==> config.mk <==
export PLATFORM = sky130hd
export DESIGN_NAME = vc_switch_scheduler_flat
export DESIGN_NICKNAME = d
export VERILOG_FILES = /design/src/rtl/vc_switch_scheduler_if.sv /design/src/rtl/vc_switch_scheduler.sv /design/src/flat_wrapper.sv
export SDC_FILE = /design/constraint.sdc
export NUM_CORES = 1
export LEC_CHECK = 0
export CAP_MARGIN = 25
export CORE_ASPECT_RATIO = 2
export CORE_MARGIN = 5
export CORE_UTILIZATION = 30
export DETAILED_ROUTE_END_ITERATION = 8
export DONT_BUFFER_PORTS = 1
export PLACE_DENSITY = 0.53
export SYNTH_ARGS = -nofsm -noshare
export SYNTH_HDL_FRONTEND = slang
export SYNTH_HIERARCHICAL = 1
export SYNTH_SLANG_ARGS = --single-unit
==> constraint.sdc <==
create_clock -name clk -period 3.3 [get_ports clk]
set_input_delay 0.165 -clock clk [delete_from_list [all_inputs] [get_ports clk]]
set_output_delay 0.165 -clock clk [all_outputs]
set_load 0.01 [all_outputs]
==> src/rtl/vc_switch_scheduler_if.sv <==
// Input-port <-> switch-scheduler bundle: SA requests/grant plus downstream credit return.
// master = input_port / credit source side, slave = vc_switch_scheduler.
interface vc_switch_scheduler_if #(
    parameter int VC_NUM  = 2,
    parameter int VC_SIZE = $clog2(VC_NUM)
);
    logic [VC_NUM-1:0]              sa_request_i;
    logic [VC_NUM-1:0][VC_SIZE-1:0] sa_downstream_vc_i;
    logic [VC_NUM-1:0]              tail_i;
    logic                           credit_valid_i;
    logic [VC_SIZE-1:0]             credit_vc_i;
    logic                           sa_valid_o;
    logic [VC_SIZE-1:0]             sa_sel_vc_o;
    logic [VC_NUM-1:0]              credit_avail_o;
    logic                           error_o;

    modport master (
        output sa_request_i, sa_downstream_vc_i, tail_i, credit_valid_i, credit_vc_i,
        input  sa_valid_o, sa_sel_vc_o, credit_avail_o, error_o
    );

    modport slave (
        input  sa_request_i, sa_downstream_vc_i, tail_i, credit_valid_i, credit_vc_i,
        output sa_valid_o, sa_sel_vc_o, credit_avail_o, error_o
    );
endinterface

==> src/rtl/vc_switch_scheduler.sv <==
// Per-input-port first-stage switch allocator: credit-gated round-robin VC pick, one-cycle latency.
// Define VC_SWITCH_SCHEDULER_PACKET_LOCK_EN to hold the grant on one VC from head flit to tail flit.

// One downstream-VC credit counter; saturates at BUFFER_SIZE and flags the overflowing return.
module vc_credit_cnt #(
    parameter int BUFFER_SIZE = 8,
    parameter int CW          = $clog2(BUFFER_SIZE + 1)
) (
    input  logic clk,
    input  logic rst,
    input  logic consume,
    input  logic ret,
    output logic avail,
    output logic ovf
);
    logic [CW-1:0] cnt_q;
    logic          full;

    assign full  = (cnt_q == CW'(BUFFER_SIZE));
    assign avail = (cnt_q != '0);
    assign ovf   = ret && !consume && full;

    always_ff @(posedge clk) begin
        if (rst)
            cnt_q <= CW'(BUFFER_SIZE);
        else if (consume && !ret)
            cnt_q <= cnt_q - 1'b1;
        else if (ret && !consume && !full)
            cnt_q <= cnt_q + 1'b1;
    end
endmodule

module vc_switch_scheduler #(
    parameter int VC_NUM      = 2,
    parameter int VC_SIZE     = $clog2(VC_NUM),
    parameter int BUFFER_SIZE = 8
) (
    input  logic                  clk,
    input  logic                  rst,
    vc_switch_scheduler_if.slave  sch
);
    typedef struct packed {
        logic               vld;
        logic [VC_SIZE-1:0] vc;
    } grant_t;

    grant_t             gnt;
    logic [VC_NUM-1:0]  elig;
    logic [VC_NUM-1:0]  lock_mask;
    logic [VC_NUM-1:0]  consume;
    logic [VC_NUM-1:0]  ret;
    logic [VC_NUM-1:0]  avail;
    logic [VC_NUM-1:0]  ovf;
    logic [VC_SIZE-1:0] ptr_q;
    logic [VC_SIZE-1:0] ptr_nxt;
    logic               ptr_upd;
    logic               valid_q;
    logic [VC_SIZE-1:0] sel_q;
    logic               err_q;

    // Credit check reads registered counts only; a same-cycle return does not enable a grant.
    always_comb begin
        elig = '0;
        for (int v = 0; v < VC_NUM; v++)
            elig[v] = sch.sa_request_i[v] & avail[sch.sa_downstream_vc_i[v]] & lock_mask[v];
    end

    always_comb begin
        int                 idx;
        logic [VC_SIZE-1:0] idx_v;
        gnt   = '0;
        idx   = 0;
        idx_v = '0;
        for (int i = 0; i < VC_NUM; i++) begin
            idx = int'(ptr_q) + i;
            if (idx >= VC_NUM)
                idx = idx - VC_NUM;
            idx_v = VC_SIZE'(idx);
            if (!gnt.vld && elig[idx_v]) begin
                gnt.vld = 1'b1;
                gnt.vc  = idx_v;
            end
        end
    end

    assign ptr_nxt = (gnt.vc == VC_SIZE'(VC_NUM - 1)) ? '0 : gnt.vc + 1'b1;

    always_comb begin
        consume = '0;
        if (gnt.vld)
            consume[sch.sa_downstream_vc_i[gnt.vc]] = 1'b1;
    end

    always_comb begin
        ret = '0;
        for (int d = 0; d < VC_NUM; d++)
            ret[d] = sch.credit_valid_i && (sch.credit_vc_i == VC_SIZE'(d));
    end

    for (genvar d = 0; d < VC_NUM; d++) begin : g_cred
        vc_credit_cnt #(.BUFFER_SIZE(BUFFER_SIZE)) u_cnt (
            .clk     (clk),
            .rst     (rst),
            .consume (consume[d]),
            .ret     (ret[d]),
            .avail   (avail[d]),
            .ovf     (ovf[d])
        );
    end

`ifdef VC_SWITCH_SCHEDULER_PACKET_LOCK_EN
    typedef enum logic {ST_IDLE, ST_LOCKED} lock_state_t;

    lock_state_t        state_q, state_d;
    logic [VC_SIZE-1:0] lock_vc_q, lock_vc_d;

    always_ff @(posedge clk) begin
        if (rst) begin
            state_q   <= ST_IDLE;
            lock_vc_q <= '0;
        end else begin
            state_q   <= state_d;
            lock_vc_q <= lock_vc_d;
        end
    end

    // While locked only the locked VC can win, so any grant is to lock_vc_q.
    always_comb begin
        state_d   = state_q;
        lock_vc_d = lock_vc_q;
        ptr_upd   = gnt.vld;
        case (state_q)
            ST_IDLE: begin
                if (gnt.vld && !sch.tail_i[gnt.vc]) begin
                    state_d   = ST_LOCKED;
                    lock_vc_d = gnt.vc;
                end
            end
            ST_LOCKED: begin
                ptr_upd = gnt.vld && sch.tail_i[gnt.vc];
                if (ptr_upd)
                    state_d = ST_IDLE;
            end
        endcase
    end

    always_comb begin
        lock_mask = '0;
        for (int v = 0; v < VC_NUM; v++)
            lock_mask[v] = (state_q != ST_LOCKED) || (lock_vc_q == VC_SIZE'(v));
    end
`else
    logic unused_tail;

    assign lock_mask   = '1;
    assign ptr_upd     = gnt.vld;
    assign unused_tail = ^sch.tail_i;
`endif

    always_ff @(posedge clk) begin
        if (rst) begin
            valid_q <= 1'b0;
            sel_q   <= '0;
            err_q   <= 1'b0;
            ptr_q   <= '0;
        end else begin
            valid_q <= gnt.vld;
            if (gnt.vld)
                sel_q <= gnt.vc;
            err_q <= |ovf;
            if (ptr_upd)
                ptr_q <= ptr_nxt;
        end
    end

    assign sch.sa_valid_o     = valid_q;
    assign sch.sa_sel_vc_o    = sel_q;
    assign sch.credit_avail_o = avail;
    assign sch.error_o        = err_q;
endmodule

==> src/flat_wrapper.sv <==
// flat-port wrapper written by rule: the top's interface ports become plain ports
module vc_switch_scheduler_flat 
#(
    parameter int VC_NUM      = 2,
    parameter int VC_SIZE     = $clog2(VC_NUM),
    parameter int BUFFER_SIZE = 8
)
  (clk, rst, sch_sa_request_i, sch_sa_downstream_vc_i, sch_tail_i, sch_credit_valid_i, sch_credit_vc_i, sch_sa_valid_o, sch_sa_sel_vc_o, sch_credit_avail_o, sch_error_o);
  vc_switch_scheduler_if #(.VC_NUM(VC_NUM), .VC_SIZE(VC_SIZE)) sch_i ();
  input  logic clk;
  input  logic rst;
  input wire logic [$bits(sch_i.sa_request_i)-1:0] sch_sa_request_i;
  input wire logic [$bits(sch_i.sa_downstream_vc_i)-1:0] sch_sa_downstream_vc_i;
  input wire logic [$bits(sch_i.tail_i)-1:0] sch_tail_i;
  input wire logic [$bits(sch_i.credit_valid_i)-1:0] sch_credit_valid_i;
  input wire logic [$bits(sch_i.credit_vc_i)-1:0] sch_credit_vc_i;
  output wire logic [$bits(sch_i.sa_valid_o)-1:0] sch_sa_valid_o;
  output wire logic [$bits(sch_i.sa_sel_vc_o)-1:0] sch_sa_sel_vc_o;
  output wire logic [$bits(sch_i.credit_avail_o)-1:0] sch_credit_avail_o;
  output wire logic [$bits(sch_i.error_o)-1:0] sch_error_o;
  assign sch_i.sa_request_i = sch_sa_request_i;
  assign sch_i.sa_downstream_vc_i = sch_sa_downstream_vc_i;
  assign sch_i.tail_i = sch_tail_i;
  assign sch_i.credit_valid_i = sch_credit_valid_i;
  assign sch_i.credit_vc_i = sch_credit_vc_i;
  assign sch_sa_valid_o = sch_i.sa_valid_o;
  assign sch_sa_sel_vc_o = sch_i.sa_sel_vc_o;
  assign sch_credit_avail_o = sch_i.credit_avail_o;
  assign sch_error_o = sch_i.error_o;
  vc_switch_scheduler #(.VC_NUM(VC_NUM), .VC_SIZE(VC_SIZE), .BUFFER_SIZE(BUFFER_SIZE)) u_core (.clk(clk), .rst(rst), .sch(sch_i));
endmodule
# == Word level (Yosys, flattened, before mapping) ==
# Cells that the tools add are included.
# word_totals
register_bits,12
latchBits,0
mem_count,0
romBits,0
mem_bits_rw,0
# op_classes
order_cmp,9
n_div,0
eq_ne,2
multipliers,0
n_addsub,8
n_reduce_logical,24
mux,22
bitwise_logic,3
shift,0
# ops
cell,n
$mux 4,4
$mux 1,14
$logic_and 1x1->1,12
$lt 1x2->1 const B,6
$add 4x1->4 const B,2
$eq 4x4->1 const B,2
$reduce_bool 4->1,2
$sub 4x1->4 const B,2
$logic_not 1->1,7
$mux 2,3
$reduce_bool 2->1,2
$add 1x1->2 const B,1
$and 1x1->1,2
$ge 1x2->1 const B,1
$ge 2x2->1 const B,1
$reduce_or 2->1,1
$sub 1x1->1 const B,2
$add 1x1->1 const B,1
$demux 1 s1,1
$ge 1x1->1 const B,1
$not 1->1,1

# == Longest topological paths before layout ==
# depth
ltp_word,22
mapped_depth,11
depth_no_buf,11

# == Hierarchy ==
# The synthesis kept the hierarchy.
# modules_own_cells
mod,cells_each,area_each_um2,instances,seq_area_each_um2
vc_credit_cnt,30,272.8,2,80.1
vc_switch_scheduler,27,245.2,1,80.1

# == Worst setup path before layout ==
# No wires, ideal clock.
# synth_path
path_kind,reg2reg
startpoint,register u_core.g_cred[1].u_cnt.cnt_q[0]
endpoint,register u_core.g_cred[0].u_cnt.cnt_q[2]
path_buffers,0
setup_slack_ps,446
setup_ps,123
path_stages_with_launch,12
t_arrival_ps,2730
path_cell_list,dfxtp_1 -> or3_1 -> or2_1 -> mux2_4 -> and3_4 -> o32ai_1 -> nand2b_1 -> xnor2_1 -> ha_1 -> nor4b_1 -> a31oi_1 -> mux2_1
# synth_via
elab_chain_cells,21
word_cells_on_any_way,29
cone_classes,order compare (2); mux (16); bitwise (2); reduce/logical (9)
# synth_lines
item,line,rtl
"start, declared",vc_switch_scheduler.sv:16,logic [CW-1:0] cnt_q;
"start signal, assigned",vc_switch_scheduler.sv:25,cnt_q <= CW'(BUFFER_SIZE);
"start signal, assigned",vc_switch_scheduler.sv:27,cnt_q <= cnt_q - 1'b1;
"start signal, assigned",vc_switch_scheduler.sv:29,cnt_q <= cnt_q + 1'b1;
$reduce_bool 4->1 *,vc_switch_scheduler.sv:20,assign avail = (cnt_q != '0);
net sch_credit_avail_o[1],flat_wrapper.sv:19,output wire logic [$bits(sch_i.credit_avail_o)-1:0] sch_credit_avail_o;
$mux 1 (not written as such) (2 in a row),vc_switch_scheduler.sv:65,elig[v] = sch.sa_request_i[v] & avail[sch.sa_downstream_vc_i[v]] & lock_mask[v];
$and 1x1->1,vc_switch_scheduler.sv:65,
$mux 1 (not written as such) (2 in a row),vc_switch_scheduler.sv:79,if (!gnt.vld && elig[idx_v]) begin
$mux 2,vc_switch_scheduler.sv:79,
$logic_not 1->1,vc_switch_scheduler.sv:79,
$logic_and 1x1->1,vc_switch_scheduler.sv:79,
[4 not listed],-,
$logic_and 1x1->1 (not written as such),vc_switch_scheduler.sv:91,consume[sch.sa_downstream_vc_i[gnt.vc]] = 1'b1;
$mux 1 (not written as such),vc_switch_scheduler.sv:91,
$demux 1 s1,-,
$mux 2 *,vc_switch_scheduler.sv:90,if (gnt.vld)
net u_core.consume[0],vc_switch_scheduler.sv:50,logic [VC_NUM-1:0] consume;
$logic_not 1->1,vc_switch_scheduler.sv:28,else if (ret && !consume && !full)
$logic_and 1x1->1 (2 in a row),vc_switch_scheduler.sv:28,
$reduce_bool 2->1 (no source line),-,
"end signal, assigned",vc_switch_scheduler.sv:25,
"end signal, assigned",vc_switch_scheduler.sv:27,
"end signal, assigned",vc_switch_scheduler.sv:29,
"end, declared",vc_switch_scheduler.sv:16,
# The timed path passes the listed nets; every way through them passes the cells marked *. The select of a mux whose other input is x is not followed.
# A chain may end at the register's enable or synchronous reset.

# == Worst setup path in the final report ==
# layout_path
startpoint,register u_core.g_cred[0].u_cnt.cnt_q[0]
endpoint,register u_core.g_cred[1].u_cnt.cnt_q[2]
# layout_via
elab_chain_cells,21
word_cells_on_any_way,29
cone_classes,order compare (2); mux (16); bitwise (2); reduce/logical (9)
# layout_lines
item,line
$reduce_bool 4->1 *,vc_switch_scheduler.sv:20
net sch_credit_avail_o[0],flat_wrapper.sv:19
$mux 1 (not written as such) (2 in a row),vc_switch_scheduler.sv:65
$and 1x1->1,vc_switch_scheduler.sv:65
$mux 1 (not written as such) (2 in a row),vc_switch_scheduler.sv:79
$mux 2,vc_switch_scheduler.sv:79
$logic_not 1->1,vc_switch_scheduler.sv:79
$logic_and 1x1->1,vc_switch_scheduler.sv:79
[4 not listed],-
$logic_and 1x1->1 (not written as such),vc_switch_scheduler.sv:91
$mux 1 (not written as such),vc_switch_scheduler.sv:91
$demux 1 s1,-
$mux 2 *,vc_switch_scheduler.sv:90
net u_core.consume[1],vc_switch_scheduler.sv:50
$logic_not 1->1,vc_switch_scheduler.sv:28
$logic_and 1x1->1 (2 in a row),vc_switch_scheduler.sv:28
$reduce_bool 2->1 (no source line),-
# Marks and branches as above.

==> flow_metrics.tcl <==
set metrics [dict create \
    outcome "finished clean" \
    clock_skew_ns 0.004010 \
    p_per_area_nw_per_um2 616.2 \
    worst_pin_slew_ns 0.3937 \
    cp-end-kind "register" \
    synth_edf_count 0 \
    grt_busiest_layer "met2" \
    syn_nets 99 \
    synthFlopType "dfxtp_1" \
    drive_above_1_share 0.2000 \
    ios 15 \
    drc 0 \
    synth-async-reset-ratio 0 \
    final_common_cell "dfxtp_1" \
    die_w_um 46.31 \
    whs_endpoint "u_core/sch.sa_sel_vc_o$_SDFFE_PP0P_" \
    p_leak_uw 0.0003949 \
    cp_slowest_cell "or3_1" \
    clockBufferDepth 2 \
    start_kind "register" \
    grt_max_degree 21 \
    hold_class "in2reg" \
    post-route-util 0.3654 \
    vdd_ir_drop_max_mv 0.2834 \
    hold_ws_ns 0.02245 \
    max_freq_mhz 325.6 \
    r2r_end "u_core/g_cred[1].u_cnt/cnt_q[2]$_SDFFE_PP0P_" \
    r2r_cells 11 \
    cp.required_ns 3.44 \
    critPathKind "reg2reg" \
    drt_wl_total_mm 1.796 \
    slew_violations 0 \
    antenna_found_initial 0 \
    dieArea_um2 3825 \
    ant_nets 0 \
    ys_seq_elements 12 \
    clock-sinks 12 \
    syn_area_um2 790.8 \
    crit_fanout 6 \
    reg2reg_from "u_core/g_cred[0].u_cnt/cnt_q[0]$_SDFFE_PP0P_" \
    initial_core_util 0.3116 \
    grt_remaining_overflow 0 \
    clk_latency_ns 0.25 \
    grt.met2_usage 0.1892 \
    setup-violations-final 0 \
    cts_made_buffers 3 \
    routed-via-count 659 \
    holdCritStartpoint "rst" \
    period_needed_ns 3.071 \
    clk_pin_slew_ns 0.06 \
    min_path_cells 1 \
    ys_types 31 \
    routedWlPerCell_um 14.60 \
    die_h_um 82.61 \
    gp_congestion 0.7547 \
    arrival_ns 3.21 \
    use_met3 0.02820 \
    fp-row-count 26 \
    slew_headroom 0.7370 \
    finalHoldViolations 0 \
    diodes 0 \
    yosysWarnings 6 \
    use_met1 0.09673 \
    path_cells "or3_1 > or2_1 > mux2_4 > and3_4 > o22ai_2 > nand2b_1 > xnor2_1 > ha_1 > nor4b_2 > a31oi_1 > mux2_1" \
    drtIter0Drc 9 \
    drv_cap 0 \
    n_fill_cell 284 \
    cts_tree "done" \
    crit_path_max_incr_delay_ns 0.43 \
    dp_hpwl_mm 1.366 \
    layout.nets 108 \
    final_cell_mix "dfxtp_1 (12), nor2_1 (10), nor2b_1 (9), clkbuf_8 (4), mux2_1 (4)" \
    ys_seq_area_frac 0.3038 \
    reg2reg_slack_ns 0.23 \
    rsz0062_at_grt "no" \
    core_um2 2537 \
    avgSynthCellArea_um2 9.089 \
    drt-pass1-iter-count 2 \
    grt_pass1_wl_mm 2.870 \
    place.port_buffers 0 \
    fin_setup_tns_ns 0 \
    syn_inst 87 \
    cts.root.buffer_cell "clkbuf_8" \
    fin_crit_sh 0.9307 \
    synthToLayoutAreaGrowth_pct 17.25 \
    grt_pass1_vias 692 \
    startpoint "u_core/g_cred[0].u_cnt/cnt_q[0]$_SDFFE_PP0P_" \
    grt_usage 0.1072 \
    viasPerCell 5.358 \
    htreeDepth 1 \
]
-- how the worst max path moves through the flow --
stage | to | slack (ns) | cells past startpoint
global route | u_core/g_cred[1].u_cnt/cnt_q[2]$_SDFFE_PP0P_ | 0.07 | 11
global placement | u_core/g_cred[0].u_cnt/cnt_q[2]$_SDFFE_PP0P_ | 0.22 | 11
floorplan | u_core/g_cred[0].u_cnt/cnt_q[2]$_SDFFE_PP0P_ | 0.45 | 11
detailed placement | u_core/g_cred[0].u_cnt/cnt_q[2]$_SDFFE_PP0P_ | 0.18 | 11
finish | u_core/g_cred[1].u_cnt/cnt_q[2]$_SDFFE_PP0P_ | 0.23 | 11
CTS | u_core/g_cred[0].u_cnt/cnt_q[2]$_SDFFE_PP0P_ | 0.15 | 11
-- state kept, by name (all words and copies together) (netlist names) --
signal                     flops
u_core/sch.sa_valid_o          1
u_core/sch.sa_sel_vc_o         1
u_core/g_cred.u_cnt/cnt_q      8
u_core/ptr_q                   1
u_core/sch.error_o             1
-- stage by stage --
step | worst slack, ns | power [uW] | instance area [um^2] | cells
after detailed placement | 0.1782 | 402.5 | 848.3 | 118
after global routing | 0.07384 | 608.5 | 927.1 | 123
after global placement | 0.2191 | 394.1 | 848.3 | 118
after floorplan | 0.4463 | 358.1 | 790.8 | 87
after CTS | 0.1535 | 573.7 | 913.4 | 123
final | 0.2287 | 571.3 | 927.1 | 123
-- Yosys cell counts (2+ instances only) --
master     number  area (um^2)
o32ai_1         3        26.28
nand3b_1        3        22.52
a2bb2oi_1       2        17.52
nand3_1         3        15.01
nor2b_1         9        56.30
a31oi_1         2        12.51
a21oi_1         2        10.01
inv_1           3        11.26
and3_2          2        15.01
mux2_1          4        45.04
nor4b_1         2        17.52
or4b_4          2        27.53
dfxtp_1        12        240.2
ha_1            2        25.02
nand2b_1        3        18.77
xnor2_1         2        17.52
nand2_1         3        11.26
or3_1           2        12.51
a21boi_2        2        22.52
nor2_1         10        37.54
mux2i_1         3        30.03
or2_1           2        12.51
-- critical path, delay by kind of cell (launching register included) --
family / cells / cell delay, ns
mux: 2 / 0.66
fa+ha+maj: 1 / 0.21
simple gates: 5 / 1.30
xor+xnor: 1 / 0.16
compound gates: 2 / 0.29
flops: 1 / 0.35
-- routing by layer --
layer | part of all wire | up-vias
met5 | 0 | -
met4 | 0.031 | 0
met3 | 0.048 | 5
met2 | 0.53 | 13
met1 | 0.39 | 307
li1 | - | 334
-- cells by family (layout without fill, tap and decap cells) --
kind of cell	Yosys count	in the layout	synth area share
compound gates	16	16	0.1677
xor+xnor	2	2	0.02216
fa+ha+maj	2	2	0.03164
buf+inv	3	11	0.01424
flops	12	12	0.3038
mux	8	8	0.1139
simple gates	44	44	0.3465
-- power by group --
group	total, uW	leakage [uW]	internal (uW)	switching (uW)
logic	196	0.000267	109	87.3
registers	207	0.0000990	173	33.9
clock network	168	0.0000288	106	62.3
-- final cells by class --
type,count,area (um^2),area share
tap,28,35.03,0.03779
inverter,3,11.26,0.01215
multi-input combinational,72,553.0,0.5965
timing repair buffer,4,32.53,0.03509
clock buffer,4,55.05,0.05938
sequential,12,240.2,0.2591
-- timing repair --
item                                    in CTS  in global routing
endpoints found under the setup margin       0                  2
endpoints found under the hold margin        2                  0
setup buffers                                0                  0
hold buffers                                 1                  0
gates resized for setup                      0                  2
(Power assumes the default switching activity.)
